===== config.mk =====
export PLATFORM = sky130hd
export DESIGN_NAME = seq_alu
export DESIGN_NICKNAME = d
export VERILOG_FILES = /design/src/rtl/seq_alu.sv
export SDC_FILE = /design/constraint.sdc
export NUM_CORES = 1
export LEC_CHECK = 0
export CAP_MARGIN = 30
export CORE_UTILIZATION = 40
export CTS_BUF_LIST = sky130_fd_sc_hd__clkbuf_16
export CTS_CLUSTER_DIAMETER = 200
export CTS_CLUSTER_SIZE = 12
export DETAILED_ROUTE_END_ITERATION = 6
export GPL_TIMING_DRIVEN = 0
export SYNTH_ARGS = -nofsm -noshare
export SYNTH_HDL_FRONTEND = slang
export SYNTH_SLANG_ARGS = --single-unit

===== constraint.sdc =====
create_clock -name clk -period 2.7 [get_ports clk]
set_input_delay 0.675 -clock clk [delete_from_list [all_inputs] [get_ports clk]]
set_output_delay 0.675 -clock clk [all_outputs]
set_load 0.005 [all_outputs]

===== src/rtl/seq_alu.sv =====
// ---------------------------------------------------------------------------
// seq_alu : clocked, parametrised ALU with valid/ready handshakes.
//
// Add, subtract, the bitwise ops and the shifts finish on the accepting
// edge. Multiply (shift-add) and divide (restoring) take one accepting
// edge plus WIDTH BUSY cycles. The result is held in DONE until the
// consumer takes it.
//
// Optional feature: define ALU_OVERFLOW_EN to get the signed 'overflow'
// output for ADD/SUB. Without it the port and its logic are absent.
// ---------------------------------------------------------------------------
module seq_alu #(
   parameter int WIDTH = 8,
   parameter int CNT_W = $clog2(WIDTH + 1)
) (
   input  logic               clk,
   input  logic               rst_n,
   input  logic               in_valid,
   output logic               in_ready,
   input  logic [WIDTH-1:0]   a,
   input  logic [WIDTH-1:0]   b,
   input  logic [3:0]         opcode,
   output logic               out_valid,
   input  logic               out_ready,
   output logic [2*WIDTH-1:0] result,
   output logic [WIDTH-1:0]   remainder,
   output logic               carry_out,
   output logic               zero,
   output logic               error
`ifdef ALU_OVERFLOW_EN
   ,
   output logic               overflow
`endif
);

   localparam logic [3:0] OP_ADD  = 4'b0000;
   localparam logic [3:0] OP_SUB  = 4'b0001;
   localparam logic [3:0] OP_MUL  = 4'b0010;
   localparam logic [3:0] OP_DIV  = 4'b0011;
   localparam logic [3:0] OP_AND  = 4'b0100;
   localparam logic [3:0] OP_OR   = 4'b0101;
   localparam logic [3:0] OP_NOT  = 4'b0110;
   localparam logic [3:0] OP_XOR  = 4'b0111;
   localparam logic [3:0] OP_NAND = 4'b1000;
   localparam logic [3:0] OP_NOR  = 4'b1001;
   localparam logic [3:0] OP_XNOR = 4'b1010;
   localparam logic [3:0] OP_SHL  = 4'b1011;
   localparam logic [3:0] OP_SHR  = 4'b1100;

   // Shift amounts at or beyond this value flush the operand to zero.
   localparam logic [WIDTH-1:0] SHIFT_LIM = WIDTH'(WIDTH);
   // Counter value on which the last iterative step is taken.
   localparam logic [CNT_W-1:0] LAST_STEP = CNT_W'(WIDTH - 1);

   typedef enum logic [1:0] {
      S_IDLE = 2'd0,
      S_BUSY = 2'd1,
      S_DONE = 2'd2
   } state_t;

   state_t             state_reg;
   state_t             state_next;
   logic               ready_en_reg;

   // Operands latched on the accepting edge
   logic [WIDTH-1:0]   a_reg;
   logic [WIDTH-1:0]   b_reg;
   logic [3:0]         op_reg;

   // Iterative engine: hi/lo hold partial product/multiplier for MUL and
   // partial remainder/quotient for DIV.
   logic [CNT_W-1:0]   cnt_reg;
   logic [WIDTH-1:0]   work_hi_reg;
   logic [WIDTH-1:0]   work_lo_reg;

   // Registered results
   logic [2*WIDTH-1:0] result_reg;
   logic [WIDTH-1:0]   remainder_reg;
   logic               carry_reg;
   logic               zero_reg;
   logic               error_reg;
`ifdef ALU_OVERFLOW_EN
   logic               overflow_reg;
   logic               sc_overflow;
`endif

   logic               accept;
   logic               iterative;
   logic               busy_last;

   // Single-cycle datapath
   logic [WIDTH:0]     sum_ext;
   logic [WIDTH-1:0]   diff;
   logic [WIDTH-1:0]   and_bits;
   logic [WIDTH-1:0]   or_bits;
   logic [WIDTH-1:0]   xor_bits;
   logic [WIDTH-1:0]   sc_low;
   logic [WIDTH-1:0]   sc_rem;
   logic               sc_carry;
   logic               sc_error;

   // Iterative step datapath
   logic [WIDTH:0]     mul_sum;
   logic [WIDTH-1:0]   mul_hi_next;
   logic [WIDTH-1:0]   mul_lo_next;
   logic [WIDTH:0]     div_shift;
   logic               div_neg;
   logic [WIDTH-1:0]   div_diff;
   logic [WIDTH-1:0]   div_rem_next;
   logic [WIDTH-1:0]   div_quot_next;

   assign accept    = in_valid && in_ready;
   // Divide by zero is resolved immediately, so it never enters BUSY.
   assign iterative = (opcode == OP_MUL) || ((opcode == OP_DIV) && (b != '0));
   assign busy_last = (cnt_reg == LAST_STEP);

   // ------------------------------------------------------------------
   // FSM
   // ------------------------------------------------------------------

   // State register; ready_en delays in_ready by one edge after reset release
   always_ff @(posedge clk or negedge rst_n) begin
      if (!rst_n) begin
         state_reg    <= S_IDLE;
         ready_en_reg <= 1'b0;
      end else begin
         state_reg    <= state_next;
         ready_en_reg <= 1'b1;
      end
   end

   // Next-state logic
   always_comb begin
      state_next = state_reg;
      case (state_reg)
         S_IDLE: begin
            if (accept) begin
               state_next = iterative ? S_BUSY : S_DONE;
            end
         end
         S_BUSY: begin
            if (busy_last) begin
               state_next = S_DONE;
            end
         end
         S_DONE: begin
            if (out_ready) begin
               state_next = S_IDLE;
            end
         end
         default: state_next = S_IDLE;
      endcase
   end

   // Handshake outputs decoded from the state
   always_comb begin
      in_ready  = (state_reg == S_IDLE) && ready_en_reg;
      out_valid = (state_reg == S_DONE);
   end

   // ------------------------------------------------------------------
   // Single-cycle operations
   // ------------------------------------------------------------------

   for (genvar gi = 0; gi < WIDTH; gi++) begin : g_bitwise
      assign and_bits[gi] = a[gi] & b[gi];
      assign or_bits[gi]  = a[gi] | b[gi];
      assign xor_bits[gi] = a[gi] ^ b[gi];
   end

   assign sum_ext = {1'b0, a} + {1'b0, b};
   assign diff    = a - b;

   // Result and flags of every op that completes on the accepting edge
   always_comb begin
      sc_low   = '0;
      sc_rem   = '0;
      sc_carry = 1'b0;
      sc_error = 1'b0;
`ifdef ALU_OVERFLOW_EN
      sc_overflow = 1'b0;
`endif
      case (opcode)
         OP_ADD: begin
            sc_low   = sum_ext[WIDTH-1:0];
            sc_carry = sum_ext[WIDTH];
`ifdef ALU_OVERFLOW_EN
            sc_overflow = (a[WIDTH-1] == b[WIDTH-1]) &&
                          (sum_ext[WIDTH-1] != a[WIDTH-1]);
`endif
         end
         OP_SUB: begin
            sc_low   = diff;
            sc_carry = (a < b);
`ifdef ALU_OVERFLOW_EN
            sc_overflow = (a[WIDTH-1] != b[WIDTH-1]) &&
                          (diff[WIDTH-1] != a[WIDTH-1]);
`endif
         end
         OP_MUL: begin
            // Completed by the iterative engine
            sc_low = '0;
         end
         OP_DIV: begin
            // Only reached here for b == 0
            sc_low   = '1;
            sc_rem   = a;
            sc_error = 1'b1;
         end
         OP_AND:  sc_low = and_bits;
         OP_OR:   sc_low = or_bits;
         OP_NOT:  sc_low = ~a;
         OP_XOR:  sc_low = xor_bits;
         OP_NAND: sc_low = ~and_bits;
         OP_NOR:  sc_low = ~or_bits;
         OP_XNOR: sc_low = ~xor_bits;
         OP_SHL:  sc_low = (b >= SHIFT_LIM) ? '0 : (a << b);
         OP_SHR:  sc_low = (b >= SHIFT_LIM) ? '0 : (a >> b);
         default: begin
            sc_low   = '0;
            sc_error = 1'b1;
         end
      endcase
   end

   // ------------------------------------------------------------------
   // Iterative operations
   // ------------------------------------------------------------------

   // One shift-add step (MUL) and one restoring step (DIV) per cycle
   always_comb begin
      mul_sum     = {1'b0, work_hi_reg} + (work_lo_reg[0] ? {1'b0, a_reg} : '0);
      mul_hi_next = mul_sum[WIDTH:1];
      mul_lo_next = {mul_sum[0], work_lo_reg[WIDTH-1:1]};

      div_shift     = {work_hi_reg, work_lo_reg[WIDTH-1]};
      div_neg       = (div_shift < {1'b0, b_reg});
      // When the trial subtraction succeeds the difference is below b,
      // so the low WIDTH bits are the exact new remainder.
      div_diff      = div_shift[WIDTH-1:0] - b_reg;
      div_rem_next  = div_neg ? div_shift[WIDTH-1:0] : div_diff;
      div_quot_next = {work_lo_reg[WIDTH-2:0], ~div_neg};
   end

   // Operand capture, iteration and result registers
   always_ff @(posedge clk or negedge rst_n) begin
      if (!rst_n) begin
         a_reg         <= '0;
         b_reg         <= '0;
         op_reg        <= '0;
         cnt_reg       <= '0;
         work_hi_reg   <= '0;
         work_lo_reg   <= '0;
         result_reg    <= '0;
         remainder_reg <= '0;
         carry_reg     <= 1'b0;
         zero_reg      <= 1'b0;
         error_reg     <= 1'b0;
`ifdef ALU_OVERFLOW_EN
         overflow_reg  <= 1'b0;
`endif
      end else begin
         case (state_reg)
            S_IDLE: begin
               if (accept) begin
                  a_reg   <= a;
                  b_reg   <= b;
                  op_reg  <= opcode;
                  cnt_reg <= '0;
                  if (iterative) begin
                     work_hi_reg <= '0;
                     work_lo_reg <= (opcode == OP_MUL) ? b : a;
                  end else begin
                     result_reg    <= {{WIDTH{1'b0}}, sc_low};
                     remainder_reg <= sc_rem;
                     carry_reg     <= sc_carry;
                     zero_reg      <= (sc_low == '0);
                     error_reg     <= sc_error;
`ifdef ALU_OVERFLOW_EN
                     overflow_reg  <= sc_overflow;
`endif
                  end
               end
            end
            S_BUSY: begin
               cnt_reg <= cnt_reg + CNT_W'(1);
               if (op_reg == OP_MUL) begin
                  work_hi_reg <= mul_hi_next;
                  work_lo_reg <= mul_lo_next;
               end else begin
                  work_hi_reg <= div_rem_next;
                  work_lo_reg <= div_quot_next;
               end
               // The last step writes its outcome straight into the result
               if (busy_last) begin
                  carry_reg <= 1'b0;
                  error_reg <= 1'b0;
`ifdef ALU_OVERFLOW_EN
                  overflow_reg <= 1'b0;
`endif
                  if (op_reg == OP_MUL) begin
                     result_reg    <= {mul_hi_next, mul_lo_next};
                     remainder_reg <= '0;
                     zero_reg      <= ({mul_hi_next, mul_lo_next} == '0);
                  end else begin
                     result_reg    <= {{WIDTH{1'b0}}, div_quot_next};
                     remainder_reg <= div_rem_next;
                     zero_reg      <= (div_quot_next == '0);
                  end
               end
            end
            default: begin
               // DONE: everything holds under backpressure
            end
         endcase
      end
   end

   assign result    = result_reg;
   assign remainder = remainder_reg;
   assign carry_out = carry_reg;
   assign zero      = zero_reg;
   assign error     = error_reg;
`ifdef ALU_OVERFLOW_EN
   assign overflow  = overflow_reg;
`endif

endmodule


==> out/results.ini, run 1 <==
[global_routing]
grt_max_degree=71
antenna_found_initial=0
grt_pass1_vias=5764
grt_usage_pct=26.1
grt_overflow_total=0
grt_pass1_wl_um=32100

[floorplan]
initial_core_util_pct=41.1
core_um2=14500
die_y_um=124
die_w_um=124
fp-row-count=44
io_pins=53
die-area_um2=15400

[critical_path]
r2r_slack_ns=-0.22
arrival_ns=3.20
crit_path_start_kind=register
required_ns=2.97
crit_fanout=6
path_class=reg -> reg
cp-end-kind=register

[detailed_routing]
drc=0
wl_per_cell_um=20.5
drt_pre_antenna_iters=5
vias=5930
drt_iter0_drc=488
ant_nets=0
postRouteWirelength_um=20300
via_per_inst=5.98

[synth]
synth_top_area_share_pct=29.3
synth_ff_type=dfrtp_1
syn_nets=778
synth_largest_area_cell=dfrtp_1
yosys_warnings=0
synth-edff-count=0
synthTopCellsByArea=dfrtp_1 (29%), ha_1 (8.8%), nand2_1 (5.8%), mux2_2 (5.1%), o21ai_0 (4.5%)
syn_avg_cell_area_um2=8.44
async_flop_share_pct=100
netlist_area_um2=5970
synth.distinct_cells=73
ys_ff_latch=70
syn_inst=708
ys_seq_area_share_pct=29.3

[sta]
rsz0062_at_grt=yes
timing.hold.ws_ns=0.474
final-setup-viol-count=1
final.period_utilization_pct=108
fmax_mhz=342
relSlewSlack_pct=38.7
skew_ns=0.00595
fin_ws_ns=-0.221
worstMarginPinSlew_ns=0.920
fin_crit_ns=2.92
drv_slew=0
finalHoldViolations=0

[status]
status=finished, violations left
violations=negative setup slack

[placed_design]
hpwl_um=15100
io_buffers=51
globalplace.congestion=0.965

[cells_and_area]
largest_register_ff_count=16
syn2layout_area_growth_pct=31.8
fin_nets=872
layout_commonest_cell=nand2_1
drive_above_1_share_pct=25.7
antennaDiodeCount=0
layout_common_cells=nand2_1 (90), dfrtp_1 (70), o21ai_0 (50), a21oi_1 (41)

[power_and_ir_drop]
leakagePower_nw=3.30
max-vdd-ir-drop_mv=0.376
p_per_area_nw_per_um2=795
fin_total_pwr_mw=6.26

[min_path]
hold_path.class=in -> async

[clocking]
numCtsBuffers=9
clk_pin_slew_ns=0.06
cts.sinks=70
cts_tree=yes
clockBufferDepth=2
htree_levels=3
clock_tree.root_cell=clkbuf_16
clk_latency_ns=0.34

[run]
maxCapViolCount=0

## timing repair
item / 4_1_cts / 5_1_grt
pin swaps: 31 / 22
setup buffers: 30 / 4
gates resized for setup: 182 / 34
gates cloned: 0 / 0
setup endpoints to repair: 44 / 37
hold buffers: 0 / 0
## layout make-up
type | count | area, µm²
Clock inverter | 7 | 72.6
Sequential cell | 70 | 1750
Buffer | 45 | 398
Fill cell | 1296 | 6660
Multi-Input combinational cell | 547 | 4240
Tap cell | 184 | 230
Timing Repair Buffer | 86 | 776
Clock buffer | 9 | 225
Inverter | 43 | 174
## per-layer routing
| metal | share of wire [%] | GRT usage [%] | up-vias |
|---|---|---|---|
| met5 | 0 | 0 | - |
| met1 | 45 | 36.0 | 2915 |
| li1 | - | - | 2764 |
| met3 | 4.8 | 3.19 | 35 |
| met2 | 48 | 43.4 | 216 |
| met4 | 2.2 | 6.38 | 0 |
## path summary, 6_finish.rpt
kind                                startpoint            to  cells past startpoint
worst max-delay path            work_lo_reg[0]          zero                     11
worst min-delay path                     rst_n  ready_en_reg                      1
worst max register to register  work_lo_reg[0]          zero                     11
worst min register to register       result[8]     result[8]                      2
max in group asynchronous                rst_n      b_reg[7]                      1
min in group clk                     result[8]     result[8]                      2
## power breakdown
group | total (mW) | switching (mW) | internal, mW
clock network | 1.21 | 0.487 | 0.719
registers | 1.72 | 0.290 | 1.43
logic | 3.34 | 1.73 | 1.60
total | 6.26 | 2.51 | 3.75
## synthesized netlist by cell type, types with 7 or more instances
cell / number
mux4_2: 7
o21ai_0: 54
nand2_1: 92
a211oi_1: 9
nand2b_1: 10
dfrtp_1: 70
o31ai_1: 9
nor2_1: 39
inv_1: 41
a21oi_1: 44
clkbuf_1: 40
a21o_1: 7
nand3_1: 9
o211ai_1: 10
mux2_2: 27
o221ai_1: 11
nor3_1: 23
mux2i_1: 24
ha_1: 42
and2_1: 8
o21a_1: 8
nor2b_1: 12
xnor2_1: 8
## worst max-delay path: stages (launching register included)
cell and delay [ns]:
dfrtp_1 0.36, clkbuf_8 0.15, and2_1 0.12, ha_1 0.16, inv_1 0.06, fa_2 0.36
xor2_2 0.24, nand3_1 0.11, or4_1 0.50, or4_4 0.44, o32ai_4 0.16, a221o_1 0.19
## per-stage QoR
step           setup TNS (ns)  cell area (µm²)  cells  utilization (%)  setup slack (ns)
4_1_cts                -0.215             7760    989             53.4            -0.185
2_1_floorplan          -0.122             6030    708                -            -0.111
3_3_place_gp          -138.49             6770    943             46.6             -1.62
5_1_grt                -0.330             7870    991             54.1            -0.328
6_report               -0.221             7870    991             54.1            -0.221
3_5_place_dp           -37.65             6780    944             46.6             -1.67
## logic make-up after synthesis
logic type	Yosys count	share of synthesized area, %
AND/OR/NAND/NOR	228	18.6
AO/OA/AOI/OAI	202	22.4
buffers and inverters	91	5.95
flip-flops	70	29.3
multiplexers	58	11.8
adder cells (fa/ha/maj)	46	10.1
XOR/XNOR	12	1.76
other	1	0.0628
No activity file was read; power rests on OpenSTA's default activity.
==> inputs of run 2 (changes only) <==
- CTS_CLUSTER_DIAMETER: 200 -> 80
==> results of run 2 <==
No change in the layout: final DEF, timing and power equal those of run 1.
